$ cat config.mk
export PLATFORM = sky130hd
export DESIGN_NAME = countdown_mmss
export DESIGN_NICKNAME = d
export VERILOG_FILES = /design/src/rtl/countdown_mmss.sv
export SDC_FILE = /design/constraint.sdc
export NUM_CORES = 1
export LEC_CHECK = 0
export ABC_AREA = 1
export CORE_ASPECT_RATIO = 0.7
export CORE_MARGIN = 2
export CORE_UTILIZATION = 45
export CTS_CLUSTER_SIZE = 28
export DETAILED_ROUTE_END_ITERATION = 8
export GPL_TIMING_DRIVEN = 0
export PLACE_DENSITY = 0.79
export SLEW_MARGIN = 40
export SYNTH_ARGS = -nofsm -noshare
export SYNTH_HDL_FRONTEND = slang
export SYNTH_SLANG_ARGS = --single-unit
$ cat constraint.sdc
create_clock -name clk -period 1.9 [get_ports clk]
set_input_delay 0.285 -clock clk [delete_from_list [all_inputs] [get_ports clk]]
set_output_delay 0.285 -clock clk [all_outputs]
set_load 0.01 [all_outputs]
$ cat src/rtl/countdown_mmss.sv
// BCD MM:SS countdown timer: load/start/pause control, one-second decrement per tick, stops at 00:00.
// All outputs registered, one cycle after the causing edge; no backpressure (tick is a plain enable).
module countdown_mmss #(
  parameter int MIN1_MAX = 5
) (
  input  logic       clk,
  input  logic       rst,
  input  logic       tick,
  input  logic       load,
  input  logic [3:0] load_min1,
  input  logic [3:0] load_min0,
  input  logic [3:0] load_sec1,
  input  logic [3:0] load_sec0,
  input  logic       start,
  input  logic       pause,
  output logic [3:0] min1,
  output logic [3:0] min0,
  output logic [3:0] sec1,
  output logic [3:0] sec0,
  output logic       running,
  output logic       done,
  output logic       expired,
  output logic       borrow_min
);

  localparam logic [1:0] S_IDLE  = 2'd0;
  localparam logic [1:0] S_RUN   = 2'd1;
  localparam logic [1:0] S_PAUSE = 2'd2;
  localparam logic [1:0] S_DONE  = 2'd3;

  localparam logic [3:0] MIN1_D = MIN1_MAX[3:0];

  logic [1:0] state;

  logic [3:0] c_min1, c_min0, c_sec1, c_sec0;
  logic [3:0] d_min1, d_min0, d_sec1, d_sec0;
  logic       b_sec0, b_sec1, b_min0;
  logic       cnt_zero, dec_zero;

  always_comb begin
    c_min1 = (load_min1 > MIN1_D) ? MIN1_D : load_min1;
    c_min0 = (load_min0 > 4'd9)   ? 4'd9   : load_min0;
    c_sec1 = (load_sec1 > 4'd5)   ? 4'd5   : load_sec1;
    c_sec0 = (load_sec0 > 4'd9)   ? 4'd9   : load_sec0;
  end

  // Borrow ripples sec0 -> sec1 -> min0 -> min1; min1 cannot underflow since 00:00 never decrements.
  always_comb begin
    b_sec0 = (sec0 == 4'd0);
    b_sec1 = b_sec0 && (sec1 == 4'd0);
    b_min0 = b_sec1 && (min0 == 4'd0);
    d_sec0 = b_sec0 ? 4'd9 : sec0 - 4'd1;
    d_sec1 = b_sec0 ? ((sec1 == 4'd0) ? 4'd5 : sec1 - 4'd1) : sec1;
    d_min0 = b_sec1 ? ((min0 == 4'd0) ? 4'd9 : min0 - 4'd1) : min0;
    d_min1 = b_min0 ? min1 - 4'd1 : min1;
    cnt_zero = (min1 == 4'd0) && (min0 == 4'd0) && (sec1 == 4'd0) && (sec0 == 4'd0);
    dec_zero = (d_min1 == 4'd0) && (d_min0 == 4'd0) && (d_sec1 == 4'd0) && (d_sec0 == 4'd0);
  end

  always_ff @(posedge clk) begin
    if (rst) begin
      state      <= S_IDLE;
      min1       <= 4'd0;
      min0       <= 4'd0;
      sec1       <= 4'd0;
      sec0       <= 4'd0;
      expired    <= 1'b0;
      borrow_min <= 1'b0;
    end else begin
      expired    <= 1'b0;
      borrow_min <= 1'b0;
      if (load) begin
        state <= S_IDLE;
        min1  <= c_min1;
        min0  <= c_min0;
        sec1  <= c_sec1;
        sec0  <= c_sec0;
      end else begin
        case (state)
          S_IDLE, S_PAUSE: begin
            if (start && !cnt_zero) state <= S_RUN;
          end
          S_RUN: begin
            if (pause) begin
              state <= S_PAUSE;
            end else if (tick) begin
              min1       <= d_min1;
              min0       <= d_min0;
              sec1       <= d_sec1;
              sec0       <= d_sec0;
              borrow_min <= b_sec1;
              if (dec_zero) begin
                state   <= S_DONE;
                expired <= 1'b1;
              end
            end
          end
          default: ;
        endcase
      end
    end
  end

  assign running = (state == S_RUN);
  assign done    = (state == S_DONE);

endmodule

==> results of run 1 <==
## worst max-delay path by stage
stage                     slack, ns               endpoint            startpoint
after floorplan                0.34  state[1]$_SDFFE_PP0P_  sec0[0]$_SDFFE_PP0P_
after global placement        -0.26   sec0[3]$_SDFFE_PP0P_                 pause
after detailed placement      -0.24   sec0[3]$_SDFFE_PP0P_                 pause
after CTS                      0.03   sec0[3]$_SDFFE_PP0P_                 pause
after global routing           0.03  state[1]$_SDFFE_PP0P_  min0[0]$_SDFFE_PP0P_
final                          0.20   sec0[1]$_SDFFE_PP0P_                 pause
## per-stage QoR
stage	setup TNS, ns	instance area [µm²]
after floorplan	0	1310
after global placement	-1.75	1770
after detailed placement	-1.34	1770
after CTS	0	1820
after global routing	0	1840
final	0	1840
## worst max-delay path, stage by stage
cell and delay, ns:
clkdlybuf4s50_1 0.44, nor3_2 0.22, nand2_1 0.16, nand2_1 0.16, clkinvlp_4 0.22, a221oi_1 0.27, a211oi_1 0.07
## synthesized netlist by cell type, types with 2 or more instances
library cell	n	area share
inv_1	28	0.080
o21ai_1	2	0.0076
ha_1	2	0.019
clkbuf_1	3	0.0086
nor3_1	4	0.015
nor4_1	2	0.0095
nand4_1	3	0.014
nor2_2	3	0.014
nand2_2	6	0.029
nand3_1	10	0.038
nand3_2	4	0.030
nor2_1	18	0.051
o21ai_0	9	0.034
a31oi_1	5	0.024
a221oi_1	2	0.013
a21oi_1	12	0.046
nand2_1	44	0.13
dfxtp_1	20	0.30
a211oi_1	3	0.017
nor2_4	3	0.026
## per-layer routing
| layer | part of all wire | vias up |
|---|---|---|
| met5 | 0 | - |
| met4 | 0 | 0 |
| li1 | - | 749 |
| met2 | 0.43 | 45 |
| met3 | 0.074 | 0 |
| met1 | 0.49 | 646 |
## area by class of cell
type,instances,area share
multi-input cells,144,0.434
repair buffers,41,0.223
flip-flops and latches,20,0.218
inverters,29,0.0612
clock buffers,4,0.0299
well taps,36,0.0245
plain buffers,4,0.00884
## layout by cell type (no fill, tap or decap), types with 2 or more instances in the layout
cell type,n
nand2_1,44
clkdlybuf4s50_1,41
inv_1,28
dfxtp_1,19
nor2_1,16
a21oi_1,12
nand3_1,10
o21ai_0,9
nand2_2,6
nor2_2,5
a31oi_1,5
nand3_2,4
clkbuf_8,4
nor2_4,3
nand4_1,3
clkbuf_1,3
a211oi_1,3
nor3_1,3
o21ai_1,2
a221oi_1,2
nor4_1,2
ha_1,2
## sequential cells by signal (all words and copies together) (netlist names)
signal      flops
min1            4
min0            4
state           2
sec0            4
sec1            4
expired         1
borrow_min      1
## cells by family (layout without fill, tap and decap cells)
kind of cell	Yosys count	after routing
AOI/OAI and AO/OA	40	40
adders and majority gates	2	2
xor gates and xnor gates	2	2
buffers and inverters	33	78
DFF	20	20
and+or+nand+nor	100	100
## what timing repair did
item | 4_1_cts | 5_1_grt
setup buffers | 0 | 0
gates resized for setup | 0 | 5
setup endpoints to repair | 0 | 6
## power by group
part           total [mW]  switching, mW  internal (mW)
clock network       0.334          0.149          0.185
registers           0.472         0.0297          0.443
logic               0.363          0.201          0.162
==> results.txt, run 1 <==
The flow ran to the end, and the final reports show no timing, DRC or antenna violations. The wire length of the first global-routing pass is 5700 µm. For flop-to-flop paths, the worst setup slack is 0.21 ns. The signed area change from the synthesized netlist to the final layout came out at 40.0%.

The tightest min-delay check is of the reg -> reg type. The fraction of the mapped netlist area in compound gates came out at 0.185. STA classifies the critical path startpoint as a primary input. The worst slew margin relative to its limit is 0.656. The endpoint identified for the worst register-to-register timing path is state[1]$_SDFFE_PP0P_. The startpoint identified for the worst register-to-register timing path is sec0[0]$_SDFFE_PP0P_. STA puts the critical path data required time at 2.03 ns. Setup repair after global routing left no endpoint under its margin. The portion of synthesized area spent on multiplexers is 0. In this run, synthesis produced a sequential element count of 20. The final routed wire length divided by cell count came out at 12.4 µm. The minimum setup slack after placement is -0.236 ns. The minimum clock period after layout is 1.70 ns. The post-synthesis instance area came out at approximately 0.0013 mm².

After clock tree synthesis, the clock-pin slew on the worst setup and hold paths is 0.08 ns. The critical-path maximum fanout is 9. The area fraction in and, or, nand and nor cells after synthesis is 0.383.

The power per unit of standard cell area is 636 mW/mm². The count of buffers inserted at the top-level ports is 41. The global routing usage summed across all routing layers is 0.221.

The synthesis warning total is 0. The fraction of registers with async set or reset after synthesis came out at 0. The pin count of the biggest net entering global routing is 12. The count of nets left with antenna violations once routing finished came out at 0. The routed via count came out at 1440.

The initial antenna violation count came to 0. The most used flip-flop cell after synthesis is dfxtp_1. The count of pins over their slew limit is 0. The total global routing overflow came out at 0. The clock tree root driver cell is clkbuf_8. The reported leakage power came out at 0.752 nW. The total placed cells including tap cells came out at 274. The met3 track demand over resource is 0.0670.

The share of synthesized cell area in full adder, half adder and majority cells is 0.0190. The number of H-tree branching levels is 1. By area, the combinational part of the netlist is dominated by simple AND/OR/NAND/NOR gates. The violation count after the first detailed-route iteration is 103.

The net total in the final layout is 267. TritonCTS built the clock tree. The reported max-cap violation count is 0. The number of global-route vias before repair came out at 1249.

The share of the core filled with cells in the final layout came out at 0.661. The final weighted congestion in routability-driven placement came out at around 0.83. The post-layout instance count excluding filler cells is between 200 and 300. At the pin with the least slew margin, the transition time is approximately 0.52 ns. The final critical-path setup slack came out at 0.198 ns. The routing usage on met1 came out at 0.320. The die outline width is between 60 and 70 µm.

The final worst-path cycle share came out at 0.896. In this run the most critical hold path is launched from sec1[0]$_SDFFE_PP0P_. VDD sags by at most between 0.0004 and 0.0005 V. The sequential element share of the synthesized area came out at 0.305. The detailed-placement wirelength estimate is 2700 µm. The hold violation count in the final report is 0. The longest clock path from root to sink contains 2 buffers. Summing internal, switching and leakage power gives 1.17 mW. The first detailed-routing pass ran for 4 iterations. The worst min-delay path endpoint is sec1[0]$_SDFFE_PP0P_. In the final layout, the share of cells above drive strength 1 is 0.120. Across the routed clock network, the largest skew measured is 0.00324 ns.

The met2 layer usage reported by global route came out at 0.330. The path type of the worst setup path is in -> reg. The antenna cell count came out at 0. The count of hold buffers inserted by post-cts repair came out at 0. The TritonCTS sink count is 20.

The overall routed net length is 3460 µm. The worst reg-to-reg path cell count came out at 12. The filler cell count in the final layout came out at 271. The xor-xnor portion of the synthesized cell area came out at 0.0133. The die area came out at roughly 0.0034 mm². met2 is the most crowded layer. The number of cells traversed by the worst hold path is 2. STA puts the critical path data arrival time at 1.83 ns.

42 I/O pins were placed. The number of remaining DRC errors is 0. The height of the chip came out at 49.2 µm. The core area came out at between 0.002 and 0.003 mm².

The clock network latency to the later pin of the worst-skew pair is 0.26 ns. For this configuration, the core starts out at a cell density of 0.472. The final-report setup violation count came out at 0. Static timing analysis puts the maximum clock frequency at 588 MHz.

The number of buffers created by CTS came out at 3. The flip-flop and latch area came out at 402 µm². The hold slack is 0.523 ns. The mean cell area of the mapped netlist came out at around 6.7 µm². Yosys mapped a number of flops with a built-in enable equal to 0. The cell count after synthesis came out at 197. The area of the multi-input gates came out at 798 µm². Row generation in the floorplan step produced 16 rows. The number of distinct library cells after synthesis came out at 34. The detail-routed via count per cell came out at 5.18.

The number of nets in the synthesized netlist is 221. STA classifies the critical path endpoint as a flop.
(Power assumes the default switching activity.)
==> inputs of run 2 (changes only) <==
--- a/config.mk
+++ b/config.mk
@@ -8,11 +8,11 @@
 export ABC_AREA = 1
 export CORE_ASPECT_RATIO = 0.7
 export CORE_MARGIN = 2
-export CORE_UTILIZATION = 45
+export CORE_UTILIZATION = 46
 export CTS_CLUSTER_SIZE = 28
 export DETAILED_ROUTE_END_ITERATION = 8
 export GPL_TIMING_DRIVEN = 0
-export PLACE_DENSITY = 0.79
+export PLACE_DENSITY = 0.81
 export SLEW_MARGIN = 40
 export SYNTH_ARGS = -nofsm -noshare
 export SYNTH_HDL_FRONTEND = slang
==> run 2 against run 1 <==
Highest routed layer is now met4. Critical path type is now reg -> out. Maximum frequency shrank 4.0%. Clock skew is 0.0012 ns lower. Critical endpoint is now running. Setup slack got worse by 0.070 ns. Largest cell class unchanged. Cell area shrank 0.20%. Count of clock-buffer cells in the layout did not move. Critical path depth decreased by 4. Combinational power about the same. Die area shrank 2.0%.
==> results.txt, run 2 (synthesis results as in run 1) <==
The reported leakage power came out at roughly 0.75 nW. The clock tree root driver cell is clkbuf_8. The floorplan step set the die width to approximately 68 µm. The first routing iteration left 135 violations. The type of the most critical hold path is reg -> reg. For this configuration, the core starts out at a cell density of 0.476. The number of H-tree branching levels is 1. The clock net in this run drives a total of 20 sinks. The signed area change from the synthesized netlist to the final layout came out at 39.7%. On the critical path, the stage with the largest delay is an instance of clkdlybuf4s50_1.

The worst setup path is captured at an output pin. The boundary pin count came out at 42. In the layout the commonest cells are 44 x nand2_1, 41 x clkdlybuf4s50_1, 28 x inv_1.

Timing would allow up to 564 MHz. After detailed routing, the average wire length per cell comes to 12.8 µm. The reported max-cap violation count is 0. The count of hold buffers inserted by post-cts repair is 0. Once placement completed, the tool counted placed cells totaling roughly 270. The number of antenna-violating nets in the routed design came out at 0.

The final weighted congestion in routability-driven placement came out at ~0.84. In this run the power density over the cells is approximately 640 mW/mm². The flow ran to the end, and the final reports show no timing, DRC or antenna violations. The startpoint identified for the worst hold timing path is sec1[3]$_SDFFE_PP0P_. The core area is about 0.0028 mm². In the final layout, the share of cells above drive strength 1 is 0.112. The overall routed net length came out at 3570 µm. Clock-pin slew was measured on the worst setup and hold paths at 0.08 ns. The worst register-to-register path begins at sec0[0]$_SDFFE_PP0P_.

TritonCTS built the clock tree. Setup repair after global routing left no endpoint under its margin. The detail-routed via count per cell came out at ~5. The routed via count is about 1.4k. For this run, design rule violations remaining after detail routing come to 0. The die area is around 0.0033 mm².

The worst setup path is of the reg -> out kind. The arrival time of data at the critical path endpoint is 1.49 ns. Summed over all nets, the half-perimeter wirelength after detailed placement is about 2700 µm. At the later pin of the worst-skew pair, clock insertion delay measures between 0.2 and 0.3 ns. The minimum clock period after layout is 1.77 ns. The height of the chip came out at 48.7 µm. At the pin with the least slew margin, the transition time is 0.534 ns. The global routing usage summed across all routing layers came out at 0.227.

The post-layout instance count excluding filler cells came out at about 280. In the final timing run, aggregate negative setup slack is 0 ns. The total global routing overflow came out at 0. The count of buffers inserted at the top-level ports is 41. The clock passes through at most 2 buffers. The wire length of the first global-routing pass is approximately 5700 µm.

The peak ir drop on the vdd network is 0.000429 V. The minimum setup slack after placement came out at -0.225 ns. For this run, the detailed router's first-pass iteration total came to 4. The number of global-route vias before repair is 1228.

The hold violation count in the final report came to 0. Leaving out fill and tap cells, the most frequent cell in the layout is nand2_1. The peak per-stage delay on the critical path is 0.60 ns.

The number of buffers created by CTS came out at 3. The floorplan row count is 16. The final clock skew is ~0.0021 ns. The critical-path maximum fanout came out at 3. The total power came out at 1.17 mW. Walking the worst path, the cells encountered are inv_1 -> nor2_1 -> clkdlybuf4s50_1. The filler cell count in the final layout came out at 255.

The initial antenna violation count came out at 0. The pin count of the biggest net entering global routing came out at 12. The required time of the critical path came out at 1.62 ns. The worst slew margin relative to its limit is 0.644. The net total in the final layout is 267.

The worst setup path is launched from a flop. The repair_antennas step left the layout with diodes totalling 0. The post-CTS repair timing setup buffer count came out at 0.

The most critical setup path has its startpoint at state[0]$_SDFFE_PP0P_. The final critical-path setup slack is roughly 0.13 ns. Across all hold checks on the routed design, the worst slack comes to between 0.5 and 0.6 ns.

The count of pins over their slew limit is 0. The final worst-path cycle share came out at 0.933. The final-report setup violation count came out at 0.
==> run 2: cell counts in the layout (fill, tap and decap cells not counted) <==
Identical to the previous run, type by type.
==> run 2: critical path: cells and delay by family, from the launching register on <==
kind                   cells  cell delay [ns]
AND/OR/NAND/NOR            1             0.20
flip-flops                 1             0.36
buffers and inverters      2             0.67
==> run 2: stage by stage <==
stage / util / cell area [µm²]
final: 0.664 / 1840
after detailed placement: 0.640 / 1770
after floorplan: - / 1310
after global routing: 0.664 / 1840
after CTS: 0.660 / 1820
after global placement: 0.640 / 1770
==> run 2: path summary, 6_finish.rpt <==
path | endpoint | slack (ns) | depth (start not counted)
hold reg to reg | sec1[3]$_SDFFE_PP0P_ | 0.50 | 2
hold / removal | sec1[3]$_SDFFE_PP0P_ | 0.50 | 2
setup reg to reg | state[1]$_SDFFE_PP0P_ | 0.18 | 12
setup / recovery | running | 0.13 | 3
==> run 2: repair_timing <==
item	4_1_cts	5_1_grt
endpoints found under the setup margin	0	6
endpoints found under the hold margin	0	0
gates resized for setup	0	3
==> run 2: area by class of cell <==
type	count	area (µm²)	area share
clock buffers	4	55.1	0.0300
well taps	36	45.0	0.0245
flip-flops and latches	20	400	0.218
inverters	29	113	0.0613
multi-input cells	144	796	0.434
plain buffers	4	16.3	0.00886
repair buffers	41	410	0.224
==> run 2: per-layer routing <==
| metal | vias to the layer above | GRT usage | wire length [µm] |
|---|---|---|---|
| li1 | 748 | - | - |
| met1 | 623 | 0.331 | 1710 |
| met2 | 57 | 0.340 | 1500 |
| met3 | 4 | 0.0651 | 331 |
| met4 | 0 | 0.0333 | 21 |
| met5 | - | 0 | 0 |
==> run 2: report_power, final <==
| part | internal [mW] | leakage (nW) | switching, mW |
|---|---|---|---|
| clock | 0.185 | 0.0288 | 0.152 |
| combinational | 0.162 | 0.559 | 0.200 |
| sequential | 0.442 | 0.164 | 0.0305 |
==> inputs of run 3 (changes only) <==
--- a/config.mk
+++ b/config.mk
@@ -8,11 +8,12 @@
 export ABC_AREA = 1
 export CORE_ASPECT_RATIO = 0.7
 export CORE_MARGIN = 2
-export CORE_UTILIZATION = 46
+export CORE_UTILIZATION = 60
 export CTS_CLUSTER_SIZE = 28
 export DETAILED_ROUTE_END_ITERATION = 8
+export DONT_BUFFER_PORTS = 1
 export GPL_TIMING_DRIVEN = 0
-export PLACE_DENSITY = 0.81
+export PLACE_DENSITY = 0.77
 export SLEW_MARGIN = 40
 export SYNTH_ARGS = -nofsm -noshare
 export SYNTH_HDL_FRONTEND = slang
==> run 3 against run 2 <==
Count of clock-buffer cells in the layout shrank 1. Combinational power shrank 25%. Critical endpoint is now state[1]$_SDFFE_PP0P_. Critical path type is now reg -> reg. Maximum frequency decreased by 1.0%. Clock skew up 0.0042 ns. Register-to-register slack lost 0.07 ns. Via count shrank 3.4%. Hold slack worse by 0.45 ns. Wire length rose by 0.17%. Final cell count is 19% lower.
==> results.txt, run 3 (synthesis results as in run 1) <==
The run finished with clean final reports. The post-CTS repair timing setup buffer count came out at 0. The signed area change from the synthesized netlist to the final layout is 5.62%. The clock-pin slew reported for the worst setup and hold paths after clock tree synthesis is 0.11 ns. The floorplan row count is 14. The detailed router placed between 1k and 1.5k vias in this run.

The initial antenna violation count came out at 0. The number of clock buffers added by TritonCTS is 3. 42 I/O pins were placed. The wire length of the first global-routing pass is 5830 µm. The total non-filler cell area in the finished layout is 0.00139 mm². Leaving out fill and tap cells, the most frequent cell in the layout is nand2_1. In the layout the commonest cells are 43 x nand2_1, 28 x inv_1, 18 x dfxtp_1. The core area is 0.00210 mm². The clock network latency to the later pin of the worst-skew pair is 0.31 ns. The tightest hold path in the finished design has a slack of 0.0527 ns. STA puts the critical path data required time at 2.10 ns. Timing analysis after detailed placement gives a worst setup slack of 0.0478 ns.

The reported max-cap violation count is 0. The detailed-placement wirelength estimate came out at 2770 µm. The initial utilization of the core area, before any placement, comes to 0.625. The highest clock frequency the design can meet is approximately 560 MHz. The filler cell count in the final layout came out at 202. The count of buffers inserted at the top-level ports came out at 0. The power per unit of standard cell area came out at 696 mW/mm². Counting stages on the worst path, the most repeated cell is nand2_1.

Counting I/O delays and the setup requirement, the final critical path takes 1.79 ns. The cell type of the slowest stage on the worst timing path is dfxtp_1. The post-layout instance count excluding filler cells is roughly 220. At the pin with the least slew margin, the transition time is ~0.54 ns. The path type of the worst setup path is reg -> reg. The die area came out at 0.00259 mm². Setup violations remaining at the end of the flow were counted as 0. The final clock skew came out at 0.00630 ns. The number of global-route vias before repair came out at 1347. The clock passes through at most 2 buffers.

The die is 43.2 µm tall. The overall routed net length came out at 3570 µm. The peak ir drop on the vdd network came out at 0.000494 V. STA classifies the critical path startpoint as a flop. Of all nets on the critical path, the largest fanout is 6. The antenna cell count came out at 0. The tree is rooted in a clkbuf_4. TritonCTS built the clock tree. The final-layout setup total negative slack is 0 ns.

The fraction of layout cells with a size suffix above 1 came out at 0.145. The global routing usage summed across all routing layers came out at 0.302. For this run, the slowest stage of the critical path takes 0.44 ns. The count of pins over their slew limit came out at 0.

The post-place instance area is 0.00134 mm². The number of antenna-violating nets in the routed design is 0. Summed over all layers, the global routing overflow is 0. The first detailed-routing pass took 5 iterations. Walking the worst path, the cells encountered are nor2_4 -> inv_1 -> nor2_4 -> nand3_1 -> nand2_1 -> nand3_2 -> nor2_2 -> nand3_2 -> nand2_2 -> nand2_1 -> nand2_1 -> a21oi_2. The arrival time of data at the critical path endpoint came out at 1.99 ns. The final worst-path cycle share came out at 0.942. The die outline width came out at approximately 60 µm.

The congestion estimate from routability-driven global placement came to 0.868. The number of remaining DRC errors is 0. The final critical-path setup slack came out at 0.110 ns. The TritonCTS sink count came out at 20. After the first detailed-routing iteration, the DRC count stood at 117. The hold violation count in the final report is 0. The type of the most critical hold path is in -> reg.

The worst setup path is captured at a flop. The reported leakage power came out at 0.586 nW. In this run the number of H-tree levels came out at 1.

Setup repair after global routing left no endpoint under its margin. The detail-routed via count per cell came out at between 6 and 7. The pin count of the biggest net entering global routing came out at 11. The net total in the final layout is 226. The total placed cells including tap cells came out at 221. The total power is 966 µW.

In this run the tightest slew margin relative to its limit is 0.637. The share of the core filled with cells in the final layout came out at 0.660. Dividing the detail-routed wire length by the instance count gives between 15 and 20 µm.
## run 3: cell types whose count changed in the layout (fill, tap and decap cells not counted), sizes merged
cell / before / now
clkdlybuf4s50: 41 / 0
clkbuf: 7 / 6
## run 3: per-layer routing
metal	GRT usage	share of wire
met5	0	0
met3	0.110	0.11
met1	0.386	0.42
met2	0.474	0.45
met4	0.0844	0.015
## run 3: repair_timing
item / CTS / global route
resized for setup: 0 / 7
hold buffers: 0 / 0
setup endpoints to repair: 0 / 6
## run 3: final timing paths
check                                           from                    end  cells past startpoint  slack [ns]
worst min register to register  sec1[3]$_SDFFE_PP0P_   sec1[3]$_SDFFE_PP0P_                      2        0.55
worst max register to register  min0[0]$_SDFFE_PP0P_  state[1]$_SDFFE_PP0P_                     12        0.11
worst max-delay path            min0[0]$_SDFFE_PP0P_  state[1]$_SDFFE_PP0P_                     12        0.11
worst min-delay path                             rst   sec0[3]$_SDFFE_PP0P_                      1        0.05
## run 3: power breakdown
group / internal (mW) / switching, mW
Sequential: 0.443 / 0.0447
Clock: 0.0741 / 0.132
Combinational: 0.0908 / 0.182
## run 3: worst max-delay path: cells and delay by family, from the launching register on
kind                   cells  cell delay [ns]
flip-flops                 1             0.44
buffers and inverters      1             0.08
AO/OA/AOI/OAI              1             0.06
AND/OR/NAND/NOR           10             1.10
## run 3: layout make-up
cell class	count	area, µm²	share of cell area
Buffer	4	16.3	0.0117
Clock buffer	3	22.5	0.0162
Inverter	29	113	0.0812
Multi-Input combinational cell	144	803	0.579
Sequential cell	20	403	0.290
Tap cell	24	30.0	0.0216
